===== src/rtl/show.sv =====
// Front-panel driver for the pipelined MIPS core: 8-digit multiplexed 7-seg scan, LED page mux, probe wiring.
// Optional macro SHOW_LEADING_ZERO_BLANK_EN blanks digits above the most significant nonzero nibble.
module show #(
  parameter int REFRESH_DIV = 1
) (
  input  logic        clk,
  input  logic        reset,
  input  logic [11:0] s,
  input  logic [31:0] clkinfo,
  input  logic [31:0] reginfo,
  input  logic [31:0] meminfo,
  input  logic [31:0] fetchd,
  input  logic [31:0] decoded,
  input  logic [31:0] executed,
  input  logic [31:0] memoryd,
  input  logic [31:0] writebackd,
  input  logic [15:0] signF,
  input  logic [15:0] signD,
  input  logic [15:0] signE,
  input  logic [15:0] signM,
  input  logic [15:0] signW,
  output logic [6:0]  adds,
  output logic [2:0]  select,
  output logic [15:0] l,
  output logic [7:0]  en,
  output logic [6:0]  c
);

  localparam logic [15:0] PRE_TC = 16'(REFRESH_DIV - 1);

  logic [15:0] r_pre;
  logic [2:0]  r_idx;
  logic [31:0] r_frame;
  logic        r_live;
  logic [7:0]  r_en;
  logic [6:0]  r_c;
  logic [15:0] r_l;

  logic [31:0] w_word;
  logic [15:0] w_pre_nxt;
  logic [2:0]  w_idx_nxt;
  logic [31:0] w_frame_nxt;
  logic [3:0]  w_nib;
  logic [6:0]  w_seg;
  logic        w_blank;
  logic [15:0] w_l_nxt;

  assign adds   = s[10:4];
  assign select = s[3:1];
  assign l      = r_l;
  assign en     = r_en;
  assign c      = r_c;

  always_comb begin
    case (select)
      3'd0:    w_word = clkinfo;
      3'd1:    w_word = reginfo;
      3'd2:    w_word = meminfo;
      3'd3:    w_word = fetchd;
      3'd4:    w_word = decoded;
      3'd5:    w_word = executed;
      3'd6:    w_word = memoryd;
      default: w_word = writebackd;
    endcase
  end

  // First live cycle after reset counts as entering digit 0, so the frame is latched there too.
  always_comb begin
    w_pre_nxt   = r_pre;
    w_idx_nxt   = r_idx;
    w_frame_nxt = r_frame;
    if (!r_live) begin
      w_pre_nxt   = 16'd0;
      w_idx_nxt   = 3'd0;
      w_frame_nxt = w_word;
    end else if (r_pre == PRE_TC) begin
      w_pre_nxt = 16'd0;
      w_idx_nxt = r_idx + 3'd1;
      if (r_idx == 3'd7) w_frame_nxt = w_word;
    end else begin
      w_pre_nxt = r_pre + 16'd1;
    end
  end

  always_comb w_nib = w_frame_nxt[{w_idx_nxt, 2'b00} +: 4];

  always_comb begin
    case (w_nib)
      4'h0: w_seg = 7'h40;
      4'h1: w_seg = 7'h79;
      4'h2: w_seg = 7'h24;
      4'h3: w_seg = 7'h30;
      4'h4: w_seg = 7'h19;
      4'h5: w_seg = 7'h12;
      4'h6: w_seg = 7'h02;
      4'h7: w_seg = 7'h78;
      4'h8: w_seg = 7'h00;
      4'h9: w_seg = 7'h10;
      4'hA: w_seg = 7'h08;
      4'hB: w_seg = 7'h03;
      4'hC: w_seg = 7'h46;
      4'hD: w_seg = 7'h21;
      4'hE: w_seg = 7'h06;
      default: w_seg = 7'h0E;
    endcase
  end

`ifdef SHOW_LEADING_ZERO_BLANK_EN
  logic [2:0] w_msd;
  // An all-zero frame leaves w_msd at 0, which keeps digit 0 lit.
  always_comb begin
    w_msd = 3'd0;
    for (int i = 1; i < 8; i++) begin
      if (w_frame_nxt[4*i +: 4] != 4'h0) w_msd = 3'(i);
    end
    w_blank = (w_idx_nxt > w_msd);
  end
`else
  always_comb w_blank = 1'b0;
`endif

  always_comb begin
    if (s[11])
      w_l_nxt = clkinfo[15:0];
    else begin
      case (select)
        3'd3:    w_l_nxt = signF;
        3'd4:    w_l_nxt = signD;
        3'd5:    w_l_nxt = signE;
        3'd6:    w_l_nxt = signM;
        3'd7:    w_l_nxt = signW;
        default: w_l_nxt = {9'b0, adds};
      endcase
    end
  end

  always_ff @(posedge clk) begin
    if (reset) begin
      r_live  <= 1'b0;
      r_pre   <= 16'd0;
      r_idx   <= 3'd0;
      r_frame <= 32'd0;
      r_en    <= 8'hFF;
      r_c     <= 7'h7F;
      r_l     <= 16'h0000;
    end else begin
      r_live  <= 1'b1;
      r_pre   <= w_pre_nxt;
      r_idx   <= w_idx_nxt;
      r_frame <= w_frame_nxt;
      r_en    <= w_blank ? 8'hFF : ~(8'b1 << w_idx_nxt);
      r_c     <= w_blank ? 7'h7F : w_seg;
      r_l     <= w_l_nxt;
    end
  end

endmodule


===== config.mk =====
export PLATFORM = sky130hd
export DESIGN_NAME = show
export DESIGN_NICKNAME = d
export VERILOG_FILES = /design/src/rtl/show.sv
export SDC_FILE = /design/constraint.sdc
export NUM_CORES = 1
export LEC_CHECK = 0
export BUFFER_PORTS_ARGS = -buffer_cell sky130_fd_sc_hd__buf_4
export CORE_AREA = 2 2 152 154
export CTS_BUF_LIST = sky130_fd_sc_hd__clkbuf_8 sky130_fd_sc_hd__clkbuf_16
export DETAILED_ROUTE_END_ITERATION = 10
export DIE_AREA = 0 0 154 156
export PLACE_DENSITY_LB_ADDON = 0.15
export SLEW_MARGIN = 10
export SYNTH_ARGS = -nofsm -noshare
export SYNTH_HDL_FRONTEND = slang
export SYNTH_SLANG_ARGS = --single-unit

===== constraint.sdc =====
create_clock -name clk -period 5 [get_ports clk]
set_input_delay 0.5 -clock clk [delete_from_list [all_inputs] [get_ports clk]]
set_output_delay 0.5 -clock clk [all_outputs]
set_load 0.02 [all_outputs]

==> impl_results.md, run 1 <==
* Combinational cell fraction of total power at 33.5%
* Crit path launch type: flop
* Routability congestion estimate from global placement at 0.8898
* Total Die Area at about 24000 um2
* Pins over their slew limit at 0
* Net Sw Power at 0.6896 mW
* Primary FF master, synth: sky130_fd_sc_hd__dfxtp_1
* Avg Cell Area, Syn at 8.576 um2
* Post-route DRC at 0
* Post-cts hold buffer count at 0
* Initial antenna violation count at 9
* RSZ-0062 raised after global routing: false
* Router iterations before antenna repair at 5
* Peak supply drop at 0.1119 mV
* Count of cell types in the netlist at 68
* Sequential element share of the synthesized area at ~25%
* Growth of design area from synthesis to finish at 51.69%
* Final setup viols at 0
* Leakage component of the power at 4.364 nW
* Synth warn at 0
* Critical Path RT at 5.21 ns
* EDFF count, synth at 0
* Global-route wire length before repair at 49.09 mm
* Site Rows at 55
* Max stage delay cell, worst path: sky130_fd_sc_hd__dfxtp_1
* Count of buffers inserted at the top-level ports at 389
* Sequential share of power at 32.2%
* Critical path buffers and inverters at 2
* Initial DRC Count at 669
* Measured slew at the worst slew-check pin at 1.099 ns
* Sum of net half-perimeters after detailed placement at ~28 mm
* Flip-flop and latch count after synthesis at 83
* Hold Fails Final Rpt at 0
* Net count after synthesis at 1121
* Clock-pin slew reported for the worst setup and hold paths after clock tree synthesis at about 0.070 ns
* Run status: complete, no violations
* Most repeated library cell on the critical path: sky130_fd_sc_hd__ha_1
* Number of standard cells after synthesis at 761
* Number of I/O pins at around 400
* Sequence of cells on the critical path: ha_1 > ha_1 > nor4b_1 > nand4_1 > nand2_1 > buf_4 > mux2i_1 > o221ai_1 > a2bb2oi_1 > inv_1 > ha_1 > a21oi_1 > a2111oi_4 > a41oi_1
* Clock Sink Count at 83
* Largest delay share family, worst path: compound AO/OA/AOI/OAI gates
* Share of final-layout standard cells stronger than drive strength 1 at 45.39%
* Delay of the slowest cell on the worst path at 0.49 ns
* # Max-Cap Violations at 0
* Core area at 22370 um2
* Setup TNS Final at 0 ns
* Design Power at 2.231 mW
* Cell area power density at ~230 nW/um2
* Root buffer cell: sky130_fd_sc_hd__clkbuf_16
* Async set-or-reset flop fraction in the synthesized netlist at 0%
* Maximum number of pins on one net before global-route repair at 56
* Clock buffer count from CTS at 9
* Antenna-violating nets left at 0
* Crit Path Class: reg -> reg
* Effective utilization at floorplan at about 29%
* Post-CTS setup repair buffer count at 0
* Remaining global-route overflow at 0
* Critical Path End Type: flop
* Post-synth design cell area at 6526 um2
* Average wire length per cell after detail routing at 24.39 um
* Remaining max-slew budget at the tightest pin at 24.83%
* Path category of the worst min-delay check: in -> reg
* Number of buffers on the longest clock path at 2
* Post_cts resized at 0
* Number of nets in the layout at around 1500
* Share of the clock period used by the worst path at 79.06%
* Clock latency on the worst-skew pair at 0.35 ns
* H-tree level count at 3
* Proportion of total power due to net switching at 30.90%
* Clock skew at 0.006553 ns
* DIE WIDTH at about 150 um
* DIE HEIGHT at ~160 um
* Total routing usage reported by global routing at 28.03%
* Vias in the first global route at 7582
* Clock tree from TritonCTS: built
* Routed vias/inst at around 5.4
* Total detailed-routing wirelength at 34.22 mm
* Critical path arrival at around 4.2 ns
* Total via count after detailed routing at 7615
* Internal Pwr Total at ~1.5 mW
* Post-route minimum period at just under 4 ns
* Highest net fanout along the worst path at 12
* Share of total power in the clock network at roughly a third
* Maximum clock rate at 0.2530 GHz
==> metal layers <==
layer	up-vias	wire length, um	track usage (%)
li1	3536	-	-
met1	3650	14250	34.92
met2	359	15960	46.85
met3	56	3062	8.472
met4	14	852	8.189
met5	-	87	0
==> area by class of cell <==
cell class,count,area (um2)
fill,2341,12470
timing repair buffer,412,3093
antenna,1,2.502
tap,285,356.6
sequential,83,1662
multi-input combinational,591,4397
clock inverter,7,107.6
inverter,15,56.30
clock buffer,9,225.2
==> worst paths after layout <==
kind | startpoint | endpoint | slack [ns] | cells after the start
worst max-delay path | r_idx[0] | c[3] | 1.05 | 14
worst max register to register | r_idx[0] | c[3] | 1.05 | 14
worst min-delay path | clkinfo[7] | l[7] | 0.38 | 3
worst min register to register | r_frame[14] | r_frame[14] | 0.47 | 2
==> flip-flops by register name, summed over array words and instances, names as in the netlist <==
register / flops
r_frame: 32
l: 16
c: 7
r_idx: 3
r_live: 1
r_pre: 16
en: 8
==> Yosys cell counts, types with 10 or more instances <==
master                     instances  area [um2]
sky130_fd_sc_hd__a21oi_1          72       360.4
sky130_fd_sc_hd__a221oi_1         13       113.9
sky130_fd_sc_hd__and2_1           10       62.56
sky130_fd_sc_hd__and3_1           13       81.33
sky130_fd_sc_hd__buf_2            17       85.08
sky130_fd_sc_hd__buf_4            18       135.1
sky130_fd_sc_hd__clkbuf_1         26       97.59
sky130_fd_sc_hd__dfxtp_1          83        1662
sky130_fd_sc_hd__ha_1             10       125.1
sky130_fd_sc_hd__inv_1            14       52.55
sky130_fd_sc_hd__mux2_2           29       326.6
sky130_fd_sc_hd__mux2i_1          34       340.3
sky130_fd_sc_hd__mux4_2           36       810.8
sky130_fd_sc_hd__nand2_1          55       206.5
sky130_fd_sc_hd__nand3_1          31       155.2
sky130_fd_sc_hd__nor2_1          101       379.1
sky130_fd_sc_hd__nor3_1           12       60.06
sky130_fd_sc_hd__o21ai_0          32       160.2
sky130_fd_sc_hd__o221ai_1         15       131.4
==> cell families (layout without fill, tap and decap cells) <==
group | count (synthesis) | after routing | share of synthesized area (%)
DFF | 83 | 83 | 25.46
xor gates and xnor gates | 11 | 11 | 1.476
other | 0 | 1 | 0
adders and majority gates | 10 | 10 | 1.917
AOI/OAI and AO/OA | 204 | 204 | 21.74
and+or+nand+nor | 266 | 266 | 19.38
muxes | 100 | 100 | 22.85
buffers and inverters | 87 | 443 | 7.170
==> worst min-delay path, stage by stage <==
cell and delay (ns):
sky130_fd_sc_hd__buf_4 0.08, sky130_fd_sc_hd__a21oi_1 0.05, sky130_fd_sc_hd__nor2_1 0.07
==> per-stage QoR <==
stage / instance area (um2) / utilization (%) / worst slack (ns) / std cells / hold WS [ns]
floorplan: 6526 / - / 1.440 / 761 / 0.4323
global placement: 9564 / 42.76 / 0.9222 / 1386 / 0.4411
detailed placement: 9564 / 42.76 / 0.9343 / 1386 / 0.4513
CTS: 9897 / 44.25 / 1.038 / 1402 / 0.3724
global route: 9897 / 44.25 / 0.6798 / 1402 / 0.3821
finish: 9899 / 44.26 / 1.047 / 1403 / 0.3800
==> power by group through the flow <==
stage               registers, mW  logic [mW]  clock network (mW)
CTS                         0.719       0.750               0.780
floorplan                   0.757       0.359                   0
finish                      0.719       0.748               0.764
global route                0.723       0.803               0.807
detailed placement          0.734       0.746                   0
global placement            0.733       0.744                   0
==> placed cells by master, fill, tap and decap left out, types with 15 or more instances in the layout <==
cell type / count
sky130_fd_sc_hd__a21oi_1: 72
sky130_fd_sc_hd__buf_4: 412
sky130_fd_sc_hd__dfxtp_1: 83
sky130_fd_sc_hd__mux2_2: 29
sky130_fd_sc_hd__mux2i_1: 34
sky130_fd_sc_hd__mux4_2: 36
sky130_fd_sc_hd__nand2_1: 55
sky130_fd_sc_hd__nand3_1: 31
sky130_fd_sc_hd__nor2_1: 101
sky130_fd_sc_hd__o21ai_0: 32
sky130_fd_sc_hd__o221ai_1: 15
(Power assumes the default switching activity.)
==> run 2: changes to the inputs <==
==> constraint.sdc (replaced) <==
create_clock -name clk -period 4.1 [get_ports clk]
set_input_delay 0.41 -clock clk [delete_from_list [all_inputs] [get_ports clk]]
set_output_delay 0.41 -clock clk [all_outputs]
set_load 0.02 [all_outputs]
==> run 2 against run 1 <==
Cell area is 1.0% higher. Critical path depth grew 2. Register-to-register slack worse by 0.57 ns. Non-clock buffer count increased by 11. Worst hold slack worse by 0.085 ns. Clock power grew 13%. Core utilization increased by 0.46 points. Via count is 0.11% lower. Clock-buffer cell count increased by 2. Die area did not move. Critical endpoint is now c[6].
==> impl_results.md, run 2 (synthesized netlist as in run 1, its figures left out) <==
* Critical Path End Type: flop
* Average wire length per cell after detail routing at 24.20 um (-0.77%)
* Sum of net half-perimeters after detailed placement at 28.34 mm (+1.1%)
* Max stage delay cell, worst path: sky130_fd_sc_hd__dfxtp_1
* Share of the clock period used by the worst path at 88.44% (+9.4 points)
* Initial antenna violation count at 8 (-1)
* Total routing usage reported by global routing at 27.92% (-0.11 points)
* Initial DRC Count at 596 (-11%)
* Area used by multi-input combinational logic at 4397 um2 (unchanged)
* Global-route wire length before repair at 48.78 mm (-0.65%)
* Crit path launch type: flop
* Path category of the worst min-delay check: in -> reg
* Largest delay share family, worst path: compound AO/OA/AOI/OAI gates
* Hold Fails Final Rpt at 0 (unchanged)
* Worst-case hold slack at 0.2953 ns (-0.08470 ns)
* Critical Path RT at 4.34 ns (-0.87 ns)
* Combined flip-flop and latch cell area at 1662 um2 (unchanged)
* Clock-pin slew reported for the worst setup and hold paths after clock tree synthesis at 0.06 ns (about the same)
* Setup TNS Final at 0 ns (unchanged)
* Post_cts resized at 0 (unchanged)
* Count of buffers inserted at the top-level ports at 389 (unchanged)
* Site Rows at 55 (unchanged)
* Post-route DRC at 0 (unchanged)
* Top library cells by usage in the layout, fill and taps aside: sky130_fd_sc_hd__buf_4, sky130_fd_sc_hd__nor2_1, sky130_fd_sc_hd__dfxtp_1, sky130_fd_sc_hd__a21oi_1, sky130_fd_sc_hd__nand2_1
* Met2 demand-to-capacity share in global routing at 45.33% (-1.5 points)
* Clock skew at 0.007045 ns (+0.0004919 ns)
* Routed vias/inst at 5.376 (-0.95%)
* Remaining global-route overflow at 0 (unchanged)
* Routability congestion estimate from global placement at 0.9112 (+2.4%)
* Most frequent standard cell in the layout excluding fill and tap cells: sky130_fd_sc_hd__buf_4
* Peak supply drop at 0.1578 mV (+41%)
* Delay of the slowest cell on the worst path at 0.51 ns (+0.02 ns)
* Sequence of cells on the critical path: ha_1 > ha_1 > nor4b_1 > nand4_1 > nand2_1 > buf_4 > mux2i_1 > o22ai_1 > nor2_1 > o221ai_1 > o31ai_1 > inv_1 > ha_1 > a21bo_2 > a21oi_1 > a311o_1
* Largest reg by FF count: r_frame
* Leakage component of the power at 4.429 nW (+1.5%)
* Clock Sink Count at 83 (unchanged)
* Effective utilization at floorplan at 29.18% (unchanged)
* Critical path arrival at 3.87 ns (-0.29 ns)
* Critical path buffers and inverters at 2 (unchanged)
* Clock tree from TritonCTS: built
* Cell area power density at 266.9 nW/um2 (+18%)
* Maximum clock rate at 0.2758 GHz (+9.0%)
* Post-cts hold buffer count at 0 (unchanged)
* Measured slew at the worst slew-check pin at 1.137 ns (+0.03798 ns)
* Final setup viols at 0 (unchanged)
* H-tree level count at 3 (unchanged)
* Clock buffer count from CTS at 9 (unchanged)
* Core area at 22370 um2 (unchanged)
* Vias in the first global route at 7525 (-0.75%)
* Total via count after detailed routing at 7607 (-0.11%)
* Pins over their slew limit at 0 (unchanged)
* Remaining max-slew budget at the tightest pin at 22.24% (-2.6 points)
* Most repeated library cell on the critical path: sky130_fd_sc_hd__ha_1
* Post-CTS setup repair buffer count at 0 (unchanged)
* Clock latency on the worst-skew pair at 0.35 ns (about the same)
* Number of nets in the layout at 1483 (+0.75%)
* DIE HEIGHT at 156 um (unchanged)
* Maximum number of pins on one net before global-route repair at 55 (-1.8%)
* Root buffer cell: sky130_fd_sc_hd__clkbuf_16
* DIE WIDTH at 154 um (unchanged)
* Max FFs per register at 32 (unchanged)
* # Max-Cap Violations at 0 (unchanged)
* Antenna-violating nets left at 0 (unchanged)
* Run status: complete, no violations
* Number of I/O pins at 391 (unchanged)
* Highest net fanout along the worst path at 21 (+9)
* Most crowded layer after global routing: met2
* Number of buffers on the longest clock path at 2 (unchanged)
* Crit Path Class: reg -> reg
* Router iterations before antenna repair at 5 (unchanged)
* RSZ-0062 raised after global routing: false
* Global routing met3 resource utilization at 9.306% (+0.83 points)
* Growth of design area from synthesis to finish at 53.26%
* Met1 usage in global routing at 34.28% (-0.64 points)
* Post-route minimum period at 3.626 ns (-0.3269 ns)
* Layout fillers at 2303 (-1.6%)
* Total Die Area at 24020 um2 (unchanged)
* Total detailed-routing wirelength at 34.25 mm (about the same)
* Share of final-layout standard cells stronger than drive strength 1 at 45.83% (+0.44 points)
[run 2: cell count changes in the layout (fill, tap and decap cells not counted), sizes merged]
cell,change
diode,+1
buf,+11
bufinv,-1
clkinvlp,-1
clkbuf,+2
[run 2: where the power goes]
part | internal (mW) | total (mW) | switching [mW]
sequential | 0.858 | 0.875 | 0.0168
combinational | 0.489 | 0.928 | 0.438
clock | 0.509 | 0.867 | 0.358
total | 1.86 | 2.67 | 0.813
[run 2: worst min-delay path: stages]
cell,delay (ns)
sky130_fd_sc_hd__buf_4,0.08
sky130_fd_sc_hd__a21oi_1,0.05
sky130_fd_sc_hd__nor2_1,0.07
[run 2: area by class of cell]
class	instances	area share, %
inverter	15	0.5629
tap	285	3.565
antenna	2	0.05004
timing repair buffer	423	32.12
sequential	83	16.61
clock buffer	11	2.527
clock inverter	5	0.6004
multi-input combinational	591	43.96
[run 2: through the flow]
stage	utilization (%)	cells	area, um2	total power, mW	setup WS (ns)
2_1_floorplan	-	761	6526	1.360	0.5753
3_3_place_gp	43.30	1397	9684	1.818	0.4601
3_5_place_dp	43.30	1397	9684	1.821	0.4448
4_1_cts	44.70	1413	9997	2.686	0.4378
5_1_grt	44.70	1413	9997	2.801	0.1716
6_report	44.72	1415	10000	2.670	0.4739
[run 2: layer usage]
layer	part of all wire, %	up-vias
met1	41	3603
met4	3.6	10
met5	0.20	-
met2	46	358
li1	-	3565
met3	9.1	71
[run 2: worst paths after layout]
check / cells after the start / slack (ns) / to / startpoint
max: 16 / 0.47 / c[6] / r_idx[0]
min: 3 / 0.30 / l[0] / clkinfo[0]
max reg2reg: 16 / 0.47 / c[6] / r_idx[0]
min reg2reg: 2 / 0.46 / r_frame[23] / r_frame[23]
